`src/rtl/stack_controller_if.sv`:
```
// rtl/stack_controller_if.sv - command handshake and bit-slice bus between decode, controller and slice array
interface stack_controller_if #(
    parameter int WIDTH = 4,
    parameter int DEPTH = 8
);
  localparam int DW = $clog2(DEPTH + 1);

  logic             cmd_valid;
  logic             cmd_ready;
  logic [2:0]       cmd_op;
  logic [WIDTH-1:0] cmd_imm;
  logic [WIDTH-1:0] top;
  logic [WIDTH-1:0] second;
  logic [2:0]       mode;
  logic [WIDTH-1:0] d;
  logic [DW-1:0]    depth;
  logic             empty;
  logic             full;
  logic             err;

  modport master (
    output cmd_valid, cmd_op, cmd_imm, top, second,
    input  cmd_ready, mode, d, depth, empty, full, err
  );

  modport slave (
    input  cmd_valid, cmd_op, cmd_imm, top, second,
    output cmd_ready, mode, d, depth, empty, full, err
  );
endinterface

```
`src/rtl/stack_controller.sv`:
```
// rtl/stack_controller.sv - word-level stack/ALU command sequencer for a bit-sliced shift-register stack
// Optional bounds checking and sticky err: define STACK_CONTROLLER_BOUNDS_CHECK_EN.
`ifndef STACK_MODE_IDLE
`define STACK_MODE_IDLE  3'd0
`define STACK_MODE_PUSH  3'd1
`define STACK_MODE_POP   3'd2
`define STACK_MODE_SWAP  3'd3
`define STACK_MODE_ROLL2 3'd4
`define STACK_MODE_RESET 3'd7
`endif

module stack_controller #(
    parameter int WIDTH = 4,
    parameter int DEPTH = 8
) (
  input logic clk,
  input logic rst_n,
  stack_controller_if.slave bus
);
  localparam int DW = $clog2(DEPTH + 1);
  localparam logic [DW-1:0] DMAX = DW'(DEPTH);
`ifdef STACK_CONTROLLER_BOUNDS_CHECK_EN
  localparam bit CHECK = 1'b1;
`else
  localparam bit CHECK = 1'b0;
`endif

  localparam logic [2:0] OP_NOP   = 3'd0;
  localparam logic [2:0] OP_PUSH  = 3'd1;
  localparam logic [2:0] OP_POP   = 3'd2;
  localparam logic [2:0] OP_DUP   = 3'd3;
  localparam logic [2:0] OP_SWAP  = 3'd4;
  localparam logic [2:0] OP_ADD   = 3'd5;
  localparam logic [2:0] OP_SUB   = 3'd6;

  typedef enum logic {S_IDLE, S_ISSUE} state_t;

  state_t           state_q, state_d;
  logic [2:0]       mode_q, mode_d;
  logic [WIDTH-1:0] d_q, d_d;
  logic [DW-1:0]    depth_q, depth_d;
  logic             err_q, err_d;

  logic             accept;
  logic             ok;
  logic             inc, dec, clr;
  logic [2:0]       cmd_mode;
  logic [WIDTH-1:0] cmd_d;

  assign accept = (state_q == S_IDLE) && bus.cmd_valid;

  always_comb begin
    cmd_mode = `STACK_MODE_IDLE;
    cmd_d    = '0;
    ok       = 1'b1;
    inc      = 1'b0;
    dec      = 1'b0;
    clr      = 1'b0;
    case (bus.cmd_op)
      OP_NOP: ;
      OP_PUSH: begin
        cmd_mode = `STACK_MODE_PUSH;
        cmd_d    = bus.cmd_imm;
        ok       = (depth_q != DMAX);
        inc      = 1'b1;
      end
      OP_POP: begin
        cmd_mode = `STACK_MODE_POP;
        ok       = (depth_q != '0);
        dec      = 1'b1;
      end
      OP_DUP: begin
        cmd_mode = `STACK_MODE_PUSH;
        cmd_d    = bus.top;
        ok       = (depth_q != '0) && (depth_q != DMAX);
        inc      = 1'b1;
      end
      OP_SWAP: begin
        cmd_mode = `STACK_MODE_SWAP;
        ok       = (depth_q >= DW'(2));
      end
      OP_ADD: begin
        cmd_mode = `STACK_MODE_ROLL2;
        cmd_d    = bus.second + bus.top;
        ok       = (depth_q >= DW'(2));
        dec      = 1'b1;
      end
      OP_SUB: begin
        cmd_mode = `STACK_MODE_ROLL2;
        cmd_d    = bus.second - bus.top;
        ok       = (depth_q >= DW'(2));
        dec      = 1'b1;
      end
      default: begin
        cmd_mode = `STACK_MODE_RESET;
        clr      = 1'b1;
      end
    endcase
  end

  always_comb begin
    state_d = state_q;
    mode_d  = mode_q;
    d_d     = d_q;
    depth_d = depth_q;
    err_d   = err_q;
    case (state_q)
      S_IDLE: begin
        if (accept) begin
          state_d = S_ISSUE;
          if (CHECK && !ok) begin
            // Rejected commands still occupy an issue slot, but the slices see no-op.
            mode_d = `STACK_MODE_IDLE;
            d_d    = '0;
            err_d  = 1'b1;
          end else begin
            mode_d = cmd_mode;
            d_d    = cmd_d;
            if (clr) begin
              depth_d = '0;
              err_d   = 1'b0;
            end else if (inc && depth_q != DMAX) begin
              depth_d = depth_q + 1'b1;
            end else if (dec && depth_q != '0) begin
              depth_d = depth_q - 1'b1;
            end
          end
        end
      end
      default: state_d = S_IDLE;
    endcase
  end

  // Reset lands in ISSUE with a RESET mode so the slices get one clear cycle after release.
  always_ff @(posedge clk) begin
    if (!rst_n) begin
      state_q <= S_ISSUE;
      mode_q  <= `STACK_MODE_RESET;
      d_q     <= '0;
      depth_q <= '0;
      err_q   <= 1'b0;
    end else begin
      state_q <= state_d;
      mode_q  <= mode_d;
      d_q     <= d_d;
      depth_q <= depth_d;
      err_q   <= err_d;
    end
  end

  assign bus.cmd_ready = (state_q == S_IDLE);
  assign bus.mode      = (state_q == S_ISSUE) ? mode_q : `STACK_MODE_IDLE;
  assign bus.d         = (state_q == S_ISSUE) ? d_q : '0;
  assign bus.depth     = depth_q;
  assign bus.empty     = (depth_q == '0);
  assign bus.full      = (depth_q == DMAX);
  assign bus.err       = CHECK ? err_q : 1'b0;
endmodule

```
`src/flat_wrapper.sv`:
```
// flat-port wrapper written by rule: the top's interface ports become plain ports
module stack_controller_flat 
#(
    parameter int WIDTH = 4,
    parameter int DEPTH = 8
)
  (clk, rst_n, bus_cmd_valid, bus_cmd_op, bus_cmd_imm, bus_top, bus_second, bus_cmd_ready, bus_mode, bus_d, bus_depth, bus_empty, bus_full, bus_err);
  stack_controller_if #(.WIDTH(WIDTH), .DEPTH(DEPTH)) bus_i ();
  input logic clk;
  input logic rst_n;
  input wire logic [$bits(bus_i.cmd_valid)-1:0] bus_cmd_valid;
  input wire logic [$bits(bus_i.cmd_op)-1:0] bus_cmd_op;
  input wire logic [$bits(bus_i.cmd_imm)-1:0] bus_cmd_imm;
  input wire logic [$bits(bus_i.top)-1:0] bus_top;
  input wire logic [$bits(bus_i.second)-1:0] bus_second;
  output wire logic [$bits(bus_i.cmd_ready)-1:0] bus_cmd_ready;
  output wire logic [$bits(bus_i.mode)-1:0] bus_mode;
  output wire logic [$bits(bus_i.d)-1:0] bus_d;
  output wire logic [$bits(bus_i.depth)-1:0] bus_depth;
  output wire logic [$bits(bus_i.empty)-1:0] bus_empty;
  output wire logic [$bits(bus_i.full)-1:0] bus_full;
  output wire logic [$bits(bus_i.err)-1:0] bus_err;
  assign bus_i.cmd_valid = bus_cmd_valid;
  assign bus_i.cmd_op = bus_cmd_op;
  assign bus_i.cmd_imm = bus_cmd_imm;
  assign bus_i.top = bus_top;
  assign bus_i.second = bus_second;
  assign bus_cmd_ready = bus_i.cmd_ready;
  assign bus_mode = bus_i.mode;
  assign bus_d = bus_i.d;
  assign bus_depth = bus_i.depth;
  assign bus_empty = bus_i.empty;
  assign bus_full = bus_i.full;
  assign bus_err = bus_i.err;
  stack_controller #(.WIDTH(WIDTH), .DEPTH(DEPTH)) u_core (.clk(clk), .rst_n(rst_n), .bus(bus_i));
endmodule
```
`config.mk`:
```
export PLATFORM = sky130hd
export DESIGN_NAME = stack_controller_flat
export DESIGN_NICKNAME = d
export VERILOG_FILES = /design/src/rtl/stack_controller_if.sv /design/src/rtl/stack_controller.sv /design/src/flat_wrapper.sv
export SDC_FILE = /design/constraint.sdc
export NUM_CORES = 1
export LEC_CHECK = 0
export CAP_MARGIN = 15
export CORE_MARGIN = 4
export CORE_UTILIZATION = 45
export DETAILED_ROUTE_END_ITERATION = 12
export PLACE_DENSITY = 0.77
export SLEW_MARGIN = 15
export SYNTH_ARGS = -nofsm -noshare
export SYNTH_HDL_FRONTEND = slang
export SYNTH_SLANG_ARGS = --single-unit
export TNS_END_PERCENT = 10
```
`constraint.sdc`:
```
create_clock -name clk -period 4.52 [get_ports clk]
set_input_delay 1.13 -clock clk [delete_from_list [all_inputs] [get_ports clk]]
set_output_delay 1.13 -clock clk [all_outputs]
set_load 0.03 [all_outputs]
```
# [Word level (Yosys, flattened, before mapping)]
# Cells that the tools add are included.
# Widths: inputs -> output; s select.
[word_totals] register_bits=12 inputBits=18 output_inout_bits=15 wordCells=41
[op_classes] add_sub_neg=4 n_eq_ne=9 muxes=11 bitwise_logic=1 reduce_logical=12
[ops] cell="$mux 4" n=4
[ops] cell="$pmux 4 s4" n=1
[ops] cell="$pmux 3 s5" n=1
[ops] cell="$eq 3x3->1 const B" n=3
[ops] cell="$reduce_or 7->1" n=1
[ops] cell="$eq 3x2->1 const B" n=2
[ops] cell="$add 4x1->4 const B" n=1
[ops] cell="$add 4x4->4" n=1
[ops] cell="$eq 4x4->1 const B" n=1
[ops] cell="$logic_not 4->1" n=1
[ops] cell="$mux 1" n=4
[ops] cell="$ne 4x4->1 const B" n=1
[ops] cell="$reduce_bool 4->1" n=1
[ops] cell="$reduce_or 2->1" n=2
[ops] cell="$sub 4x1->4 const B" n=1
[ops] cell="$sub 4x4->4" n=1
[ops] cell="$eq 3x1->1 const B" n=1
[ops] cell="$logic_and 1x1->1" n=3
[ops] cell="$logic_not 3->1" n=1
[ops] cell="$mux 3" n=1
[ops] cell="$ne 3x1->1 const B" n=1
[ops] cell="$reduce_and 3->1" n=1
[ops] cell="$reduce_or 3->1" n=1
[ops] cell="$reduce_and 2->1" n=1
[ops] cell="$not 1->1" n=1

# [Logic depth before layout (Yosys ltp)]
# Gate-level depths: netlist of run 1.
[logic_depth] depth_word=7 ltp_mapped=10 mapped_depth_nobuf=9

# [Worst setup path before layout of run 1]
# OpenSTA, ideal clock, no wires.
[synth_path] kind="input to register" start="input port bus_top[0]" end="register u_core.d_q[2]" setup_ns=0.123 arrival_time_ns=2.607 required_time_ns=4.397 slack_ns=1.790 stages=8 path_buffers=0 cell_sequence="inv_1 ha_1 a21o_1 fa_1 xor2_1 o2bb2ai_1 a221oi_1 nor2_1"
[synth_via] elab_chain_cells=2 word_cells_on_any_way=3 classes_between="add/sub: 2; mux: 1"
[synth_lines] item="from (decl)" line_no="flat_wrapper.sv:14" source="input wire logic [$bits(bus_i.top)-1:0] bus_top;"
[synth_lines] item="$sub 4x4->4 or $add 4x4->4 (tied branches)" line_no="stack_controller.sv:90, stack_controller.sv:84"
[synth_lines] item="$pmux 4 s4 (*)" line_no="stack_controller.sv:59" source="case (bus.cmd_op)"
[synth_lines] item="to (signal assigned)" line_no="stack_controller.sv:139" source="d_q <= '0;"
[synth_lines] item="to (signal assigned)" line_no="stack_controller.sv:145" source="d_q <= d_d;"
[synth_lines] item="to (decl)" line_no="stack_controller.sv:40" source="logic [WIDTH-1:0] d_q, d_d;"
# Every way passes the cells marked *; elsewhere a longest branch is shown, timed or not.
# A chain may end at the register's enable or synchronous reset.

# [Worst setup path in the final report of run 1]
[layout_path] start="input port bus_cmd_op[0]" end="register u_core.d_q[1]"
[layout_via] elab_chain_cells=2 word_cells_on_any_way=5 classes_between="eq/ne: 4; mux: 1"
[layout_lines] item="from (decl)" line_no="flat_wrapper.sv:12" source="input wire logic [$bits(bus_i.cmd_op)-1:0] bus_cmd_op;"
[layout_lines] item="$eq 3x3->1 (tied with other cells)" line_no="stack_controller.sv:59"
[layout_lines] item="$pmux 4 s4 (*)" line_no="stack_controller.sv:59"
# Marked as above.

==> results of run 1 <==
## per-stage QoR
| step | power [W] | hold WS, ns | util |
|---|---|---|---|
| 5_1_grt | 0.0003550 | 0.5126 | 0.6356 |
| 2_1_floorplan | 0.0002057 | 0.4324 | - |
| 3_3_place_gp | 0.0002463 | 0.4498 | 0.6198 |
| 6_report | 0.0003337 | 0.4810 | 0.6356 |
| 4_1_cts | 0.0003387 | 0.4938 | 0.6356 |
| 3_5_place_dp | 0.0002496 | 0.4654 | 0.6198 |
## layout by cell type, fill, tap and decap left out, types with 4 or more instances in the layout
cell / n
o21ai_0: 7
and2_1: 9
dfxtp_1: 12
nor2b_1: 4
clkdlybuf4s50_1: 31
nor2_1: 13
ha_1: 6
inv_1: 13
a21boi_0: 4
nand2b_1: 4
nand2_1: 9
o211ai_1: 4
## area by class of cell
| type | count | area, sq um | area share |
|---|---|---|---|
| clock buffer | 4 | 36.28 | 0.02485 |
| inverter | 13 | 48.80 | 0.03342 |
| multi-input combinational | 111 | 782.0 | 0.5356 |
| sequential | 12 | 240.2 | 0.1645 |
| tap | 28 | 35.03 | 0.02399 |
| timing repair buffer | 32 | 317.8 | 0.2177 |
## sequential cells by signal, summed over array words and instances (netlist names)
signal            count
u_core.state_q        1
u_core.mode_q         3
u_core.d_q            4
u_core.bus.depth      4
## logic make-up (layout without fill, tap and decap cells)
group,after synthesis,count (layout),share of synthesized area
simple gates,59,59,0.2886
xor+xnor,6,6,0.05329
mux,2,2,0.01776
compound gates,35,35,0.2286
buf+inv,21,49,0.09323
fa+ha+maj,8,8,0.1021
other cells,1,1,0.003326
flops,12,12,0.2131
## metal layers
metal	GRT usage	up-vias	part of all wire
met1	0.1834	515	0.40
met3	0.04900	2	0.062
met5	0	-	0
li1	-	550	-
met4	0.04636	0	0.0070
met2	0.3048	35	0.53
## path summary, 6_finish.rpt
check	from	end	slack, ns	depth (start not counted)
max	bus_cmd_op[0]	u_core.d_q[1]	1.08	9
max reg2reg	u_core.bus.depth[1]	u_core.bus.depth[2]	2.21	8
min reg2reg	u_core.mode_q[1]	u_core.mode_q[1]	0.48	2
min	u_core.mode_q[1]	u_core.mode_q[1]	0.48	2
## power by group
part / internal [W] / total (W) / switching, W
combinational: 0.0000597 / 0.000130 / 0.0000699
sequential: 0.000112 / 0.000117 / 0.00000530
clock: 0.0000489 / 0.0000869 / 0.0000380
total: 0.000220 / 0.000334 / 0.000113
## critical path: cells and delay by family
family	cells	cell delay, ns
AOI/OAI and AO/OA	3	0.68
adders and majority gates	1	0.49
and+or+nand+nor	4	0.49
buffers and inverters	1	0.80
==> out/qor_table.md, run 1 <==
| Stage | Item | Value |
|---|---|---|
| yosys | Share of the synthesized area in the top cell type | 0.2131 |
| clock network | Maximum level of the CTS H-tree | 1 |
| yosys | Mean instance size in the synthesized netlist | 7.829 sq um |
| setup path | Delay of the slowest critical-path stage | 0.80 ns |
| floorplan | Starting density of the core | 0.4907 |
| yosys | Fraction of registers with async set or reset after synthesis | 0 |
| setup path | Slowest stage cell, crit path | clkdlybuf4s50_1 |
| power and ir drop | Leakage dissipation | 0.6185 nW |
| detailed routing | Total number of vias | 1102 |
| yosys | Share of the yosys chip area belonging to registers | 0.2131 |
| sta | Sum of negative setup slack | 0 ns |
| power and ir drop | Peak VDD IR | 0.0001805 V |
| clock network | Clock transition time at the flip-flop clock pins of the worst setup and hold paths | 0.07 ns |
| yosys | Synth Instances | 144 |
| grt | First-pass GRT wire length | 4402 microns |
| clock network | Clock root buffer master | clkbuf_4 |
| yosys | Synthesis Warnings | 0 |
| floorplan | Rows | 17 |
| clock network | Number of sinks handled by clock tree synthesis | 12 |
| setup path | Maximum fanout encountered on the critical timing path | 15 |
| sta | Number of max-slew violations in the final report | 0 |
| clock network | Maximum clock path buffer count | 2 |
| layout | Final layout net count | 199 |
| detailed routing | DRT iter0 DRCs | 40 |
| yosys | Nets in the synthesized netlist | 170 |
| floorplan | Chip height | 58.05 microns |
| yosys | #FFs+latches synth | 12 |
| sta | Unrepaired setup endpoints after global routing | false |
| setup path | Critical path startpoint category | primary input |
| status | Result of the run | finished, final reports clean |
| yosys | Commonest cells post-synth | inv_1, nor2_1, dfxtp_1, and2_1, nand2_1 |
| grt | Total routing usage reported by global routing | 0.1660 |
| clock network | Post-cts gate resize count | 0 |
| setup path | Ordered list of cells on the worst path | clkdlybuf4s50_1, nand3b_1, nor2_1, a21o_1, fa_1, nand2b_1, o22ai_1, a221oi_1, nor3b_1 |
| sta | Slack of the critical path | 1.077 ns |
| floorplan | Core box area | 2297 sq um |
| layout | Layout fillers | 217 |
| clock network | Clock insertion delay at the later pin of the skew report | 0.27 ns |
| yosys | Yosys cell types | 42 |
| yosys | Cell types occupying the most area after synthesis | dfxtp_1, ha_1, and2_1, inv_1, nor2_1 |
| floorplan | DIE WIDTH | 58.05 microns |
| detailed routing | Detailed Routing Iterations Pass 1 | 4 |
| placement | Cell count after placement | 196 |
| placement | HPWL Detailed | 2183 microns |
| clock network | Count of hold-fix buffers inserted at cts | 0 |
| clock network | Setup repair bufs after CTS | 0 |
| hold path | Worst min path class | register to register |
| placement | Post-placement setup slack | 0.8019 ns |
| setup path | Worst setup path category | primary input to register |
| layout | Layout area overhead | 29.52% |
| floorplan | Total Die Area | 3370 sq um |
| clock network | Number of buffers added by the clock tree synthesis step | 3 |
| layout | Diodes inserted | 0 |
| yosys | Count of flip-flops with a built-in enable after synthesis | 0 |
| sta | Min Tclk post-route | 3.443 ns |
| clock network | CTS tree | built |
| detailed routing | Via density per instance | 5.510 |
| placement | Placed Area | 1424 sq um |
| sta | Maximum clock skew at final layout | 0.007498 ns |
| setup path | Crit path capture type | register |
| placement | Routability-driven placement congestion ratio | 0.8381 |
| job | Maximum Capacitance Violations | 0 |
| sta | Remaining max-slew budget at the tightest pin | 0.6436 |
| placement | Port bufs | 31 |
| sta | Achievable frequency | 290.5 MHz |
| setup path | Worst endpoint data arrival time | 3.59 ns |
| detailed routing | Post-detailed-route wirelength per cell | 13.51 microns |
| floorplan | Top-level port count | 33 |
| grt | Number of antenna violations at the first check in global routing | 0 |
| yosys | Top cell type by total area after synthesis | dfxtp_1 |
| grt | Largest net degree at the start of global routing | 19 |
| detailed routing | Total wire length after detailed routing | 2701 microns |
| grt | Number of global-route vias before repair | 1008 |
| layout | Number of cells in the finished layout apart from fillers | 200 |
| yosys | Area of the mapped netlist | 1127 sq um |
| sta | Setup violations, final | 0 |
| grt | Aggregate global routing overflow | 0 |
| layout | Post-route cell area | 1460 sq um |
| sta | Endpoints failing hold | 0 |
| power and ir drop | Pwr per Cell Area | 228.5 nW/um^2 |
| sta | Final cycle utilization of the critical path | 0.7617 |
| detailed routing | Detail Route Antenna Nets | 0 |
| detailed routing | DRC violations left | 0 |
| yosys | Synth Flop Type | dfxtp_1 |
| sta | Pin slew with the least headroom to its limit | 0.5329 ns |
| layout | Layout cells sized above 1 | 0.06395 |
| setup path | Data required, critical path | 4.67 ns |
Note: power is estimated with default switching activity, not from simulation.
==> run 2, diff against run 1 <==
==> constraint.sdc (replaced) <==
create_clock -name clk -period 3.5 [get_ports clk]
set_input_delay 0.875 -clock clk [delete_from_list [all_inputs] [get_ports clk]]
set_output_delay 0.875 -clock clk [all_outputs]
set_load 0.03 [all_outputs]
==> run 2 against run 1 <==
Sequential power rose by 29%. Critical path depth fell by 1. Die area did not move. Power rose by 29%. Setup slack got worse by 0.53 ns. Largest power group unchanged. Highest routed layer unchanged.
==> out/qor_table.md, run 2 (synthesis gave the netlist of run 1 again) <==
| Stage | Item | Value | vs previous |
|---|---|---|---|
| clock network | Maximum level of the CTS H-tree | 1 | unchanged |
| clock network | Setup repair bufs after CTS | 0 | unchanged |
| clock network | Count of hold-fix buffers inserted at cts | 0 | unchanged |
| grt | Number of antenna violations at the first check in global routing | 0 | unchanged |
| floorplan | Top-level port count | 33 | unchanged |
| grt | First-pass GRT wire length | 4616 microns | was 4402 microns |
| grt | Total routing usage reported by global routing | 0.1710 | was 0.1660 |
| setup path | Worst endpoint data arrival time | 3.12 ns | was 3.59 ns |
| status | Result of the run | finished, final reports clean | unchanged |
| placement | Port bufs | 31 | unchanged |
| detailed routing | Detailed Routing Iterations Pass 1 | 4 | unchanged |
| layout | Commonest non-fill, non-tap cells in the layout | clkdlybuf4s50_1, inv_1, nor2_1 | unchanged |
| floorplan | Core box area | 2297 sq um | unchanged |
| layout | Layout area overhead | 30.85% | was 29.52% |
| sta | Final cycle utilization of the critical path | 0.8448 |  |
| layout | Number of cells in the finished layout apart from fillers | 202 | was 200 |
| detailed routing | Post-detailed-route wirelength per cell | 13.31 microns | was 13.51 microns |
| floorplan | Total Die Area | 3370 sq um | unchanged |
| clock network | Clock root buffer master | clkbuf_4 | unchanged |
| clock network | Number of sinks handled by clock tree synthesis | 12 | unchanged |
| layout | Final layout net count | 201 | was 199 |
| sta | Maximum clock skew at final layout | 0.006641 ns | was 0.007498 ns |
| power and ir drop | Switching Fraction | 0.3374 | was 0.3393 |
| sta | Setup violations, final | 0 | unchanged |
| layout | Most common cell after layout, fill and taps aside | clkdlybuf4s50_1 | unchanged |
| sta | Unrepaired setup endpoints after global routing | false | unchanged |
| clock network | Clock transition time at the flip-flop clock pins of the worst setup and hold paths | 0.08 ns | was 0.07 ns |
| layout | Layout cells sized above 1 | 0.07471 | was 0.06395 |
| setup path | Data required, critical path | 3.66 ns | was 4.67 ns |
| sta | Number of max-slew violations in the final report | 0 | unchanged |
| sta | Achievable frequency | 338.2 MHz |  |
| hold path | Depth of the worst hold-timing path | 2 | unchanged |
| power and ir drop | Clock network power share | 0.256 | was 0.260 |
| power and ir drop | Sequential share of power | 0.350 | was 0.351 |
| detailed routing | Total wire length after detailed routing | 2688 microns | was 2701 microns |
| setup path | Crit path capture type | register | unchanged |
| sta | Minimum hold slack | 0.4784 ns | was 0.4810 ns |
| floorplan | Rows | 17 | unchanged |
| sta | Min Tclk post-route | 2.957 ns |  |
| setup path | Critical path startpoint category | primary input | unchanged |
| clock network | CTS tree | built | unchanged |
| detailed routing | Total number of vias | 1088 | was 1102 |
| placement | Routability-driven placement congestion ratio | 0.8539 | was 0.8381 |
| clock network | Post-cts gate resize count | 0 | unchanged |
| floorplan | Chip height | 58.05 microns | unchanged |
| floorplan | Starting density of the core | 0.4907 | unchanged |
| clock network | Maximum clock path buffer count | 2 | unchanged |
| placement | HPWL Detailed | 2191 microns | was 2183 microns |
| sta | Endpoints failing hold | 0 | unchanged |
| detailed routing | DRC violations left | 0 | unchanged |
| detailed routing | Detail Route Antenna Nets | 0 | unchanged |
| floorplan | DIE WIDTH | 58.05 microns | unchanged |
| grt | Largest net degree at the start of global routing | 16 | was 19 |
| setup path | Maximum fanout encountered on the critical timing path | 11 | was 15 |
| detailed routing | Via density per instance | 5.386 | was 5.510 |
| placement | Cell count after placement | 198 | was 196 |
| power and ir drop | Pint | 0.0002863 W | was 0.0002205 W |
| clock network | Clock insertion delay at the later pin of the skew report | 0.27 ns | about the same |
| layout | Diodes inserted | 0 | unchanged |
| detailed routing | DRT iter0 DRCs | 17 | was 40 |
| power and ir drop | Pwr per Cell Area | 292.9 nW/um^2 | was 228.5 nW/um^2 |
| power and ir drop | Leakage dissipation | 0.6281 nW | was 0.6185 nW |
| power and ir drop | Peak VDD IR | 0.0003541 V | was 0.0001805 V |
| sta | Sum of negative setup slack | 0 ns | unchanged |
| setup path | Worst setup path category | primary input to register | unchanged |
| power and ir drop | Part of the power in combinational logic | 0.394 | was 0.388 |
| clock network | Number of buffers added by the clock tree synthesis step | 3 | unchanged |
| job | Maximum Capacitance Violations | 0 | unchanged |
| power and ir drop | Sw Pwr | 0.0001458 W | was 0.0001132 W |
| grt | Number of global-route vias before repair | 1118 | was 1008 |
| hold path | Worst min path class | register to register | unchanged |
| layout | Layout fillers | 196 | was 217 |
| setup path | Worst Reg2Reg Path Length in Cells | 7 | was 8 |
| grt | Aggregate global routing overflow | 0 | unchanged |
## run 2: worst paths after layout
kind                  startpoint                  end  slack [ns]
max reg2reg  u_core.bus.depth[1]  u_core.bus.depth[3]        1.18
min             u_core.mode_q[1]     u_core.mode_q[1]        0.48
min reg2reg     u_core.mode_q[1]     u_core.mode_q[1]        0.48
max                bus_cmd_op[2]        u_core.d_q[2]        0.54
## run 2: per-stage QoR
| step | area [sq um] | power [W] | setup WS, ns | util |
|---|---|---|---|---|
| after global placement | 1439 | 0.0003205 | 0.3799 | 0.6264 |
| final | 1475 | 0.0004321 | 0.5433 | 0.6422 |
| after detailed placement | 1439 | 0.0003251 | 0.2566 | 0.6264 |
| after global routing | 1475 | 0.0004604 | 0.4323 | 0.6422 |
| after floorplan | 1127 | 0.0002657 | 1.025 | - |
| after CTS | 1475 | 0.0004363 | 0.5532 | 0.6422 |
## run 2: layout make-up
class / instances / area (sq um) / share of cell area
inverters: 13 / 48.80 / 0.03308
multi-input cells: 111 / 782.0 / 0.5301
clock buffers: 4 / 36.28 / 0.02460
flip-flops and latches: 12 / 240.2 / 0.1629
well taps: 28 / 35.03 / 0.02375
repair buffers: 34 / 332.8 / 0.2256
## run 2: critical path, cell delays in order
cell	delay (ns)
clkdlybuf4s50_1	0.70
nand3b_1	0.18
a21o_1	0.24
fa_1	0.41
xor2_1	0.23
o2bb2ai_1	0.11
a221oi_1	0.30
nor2_1	0.08
## run 2: layer usage
layer / GRT usage / up-vias / share of wire
li1: - / 561 / -
met1: 0.1860 / 483 / 0.42
met2: 0.3210 / 36 / 0.49
met3: 0.04232 / 8 / 0.049
met4: 0.05298 / 0 / 0.033
met5: 0 / - / 0
## run 2: power groups by stage
stage | clock, W | sequential [W] | combinational [W]
2_1_floorplan | 0 | 0.000155 | 0.000110
3_3_place_gp | 0 | 0.000154 | 0.000166
3_5_place_dp | 0 | 0.000154 | 0.000171
4_1_cts | 0.000114 | 0.000151 | 0.000171
5_1_grt | 0.000120 | 0.000152 | 0.000188
6_report | 0.000110 | 0.000151 | 0.000170
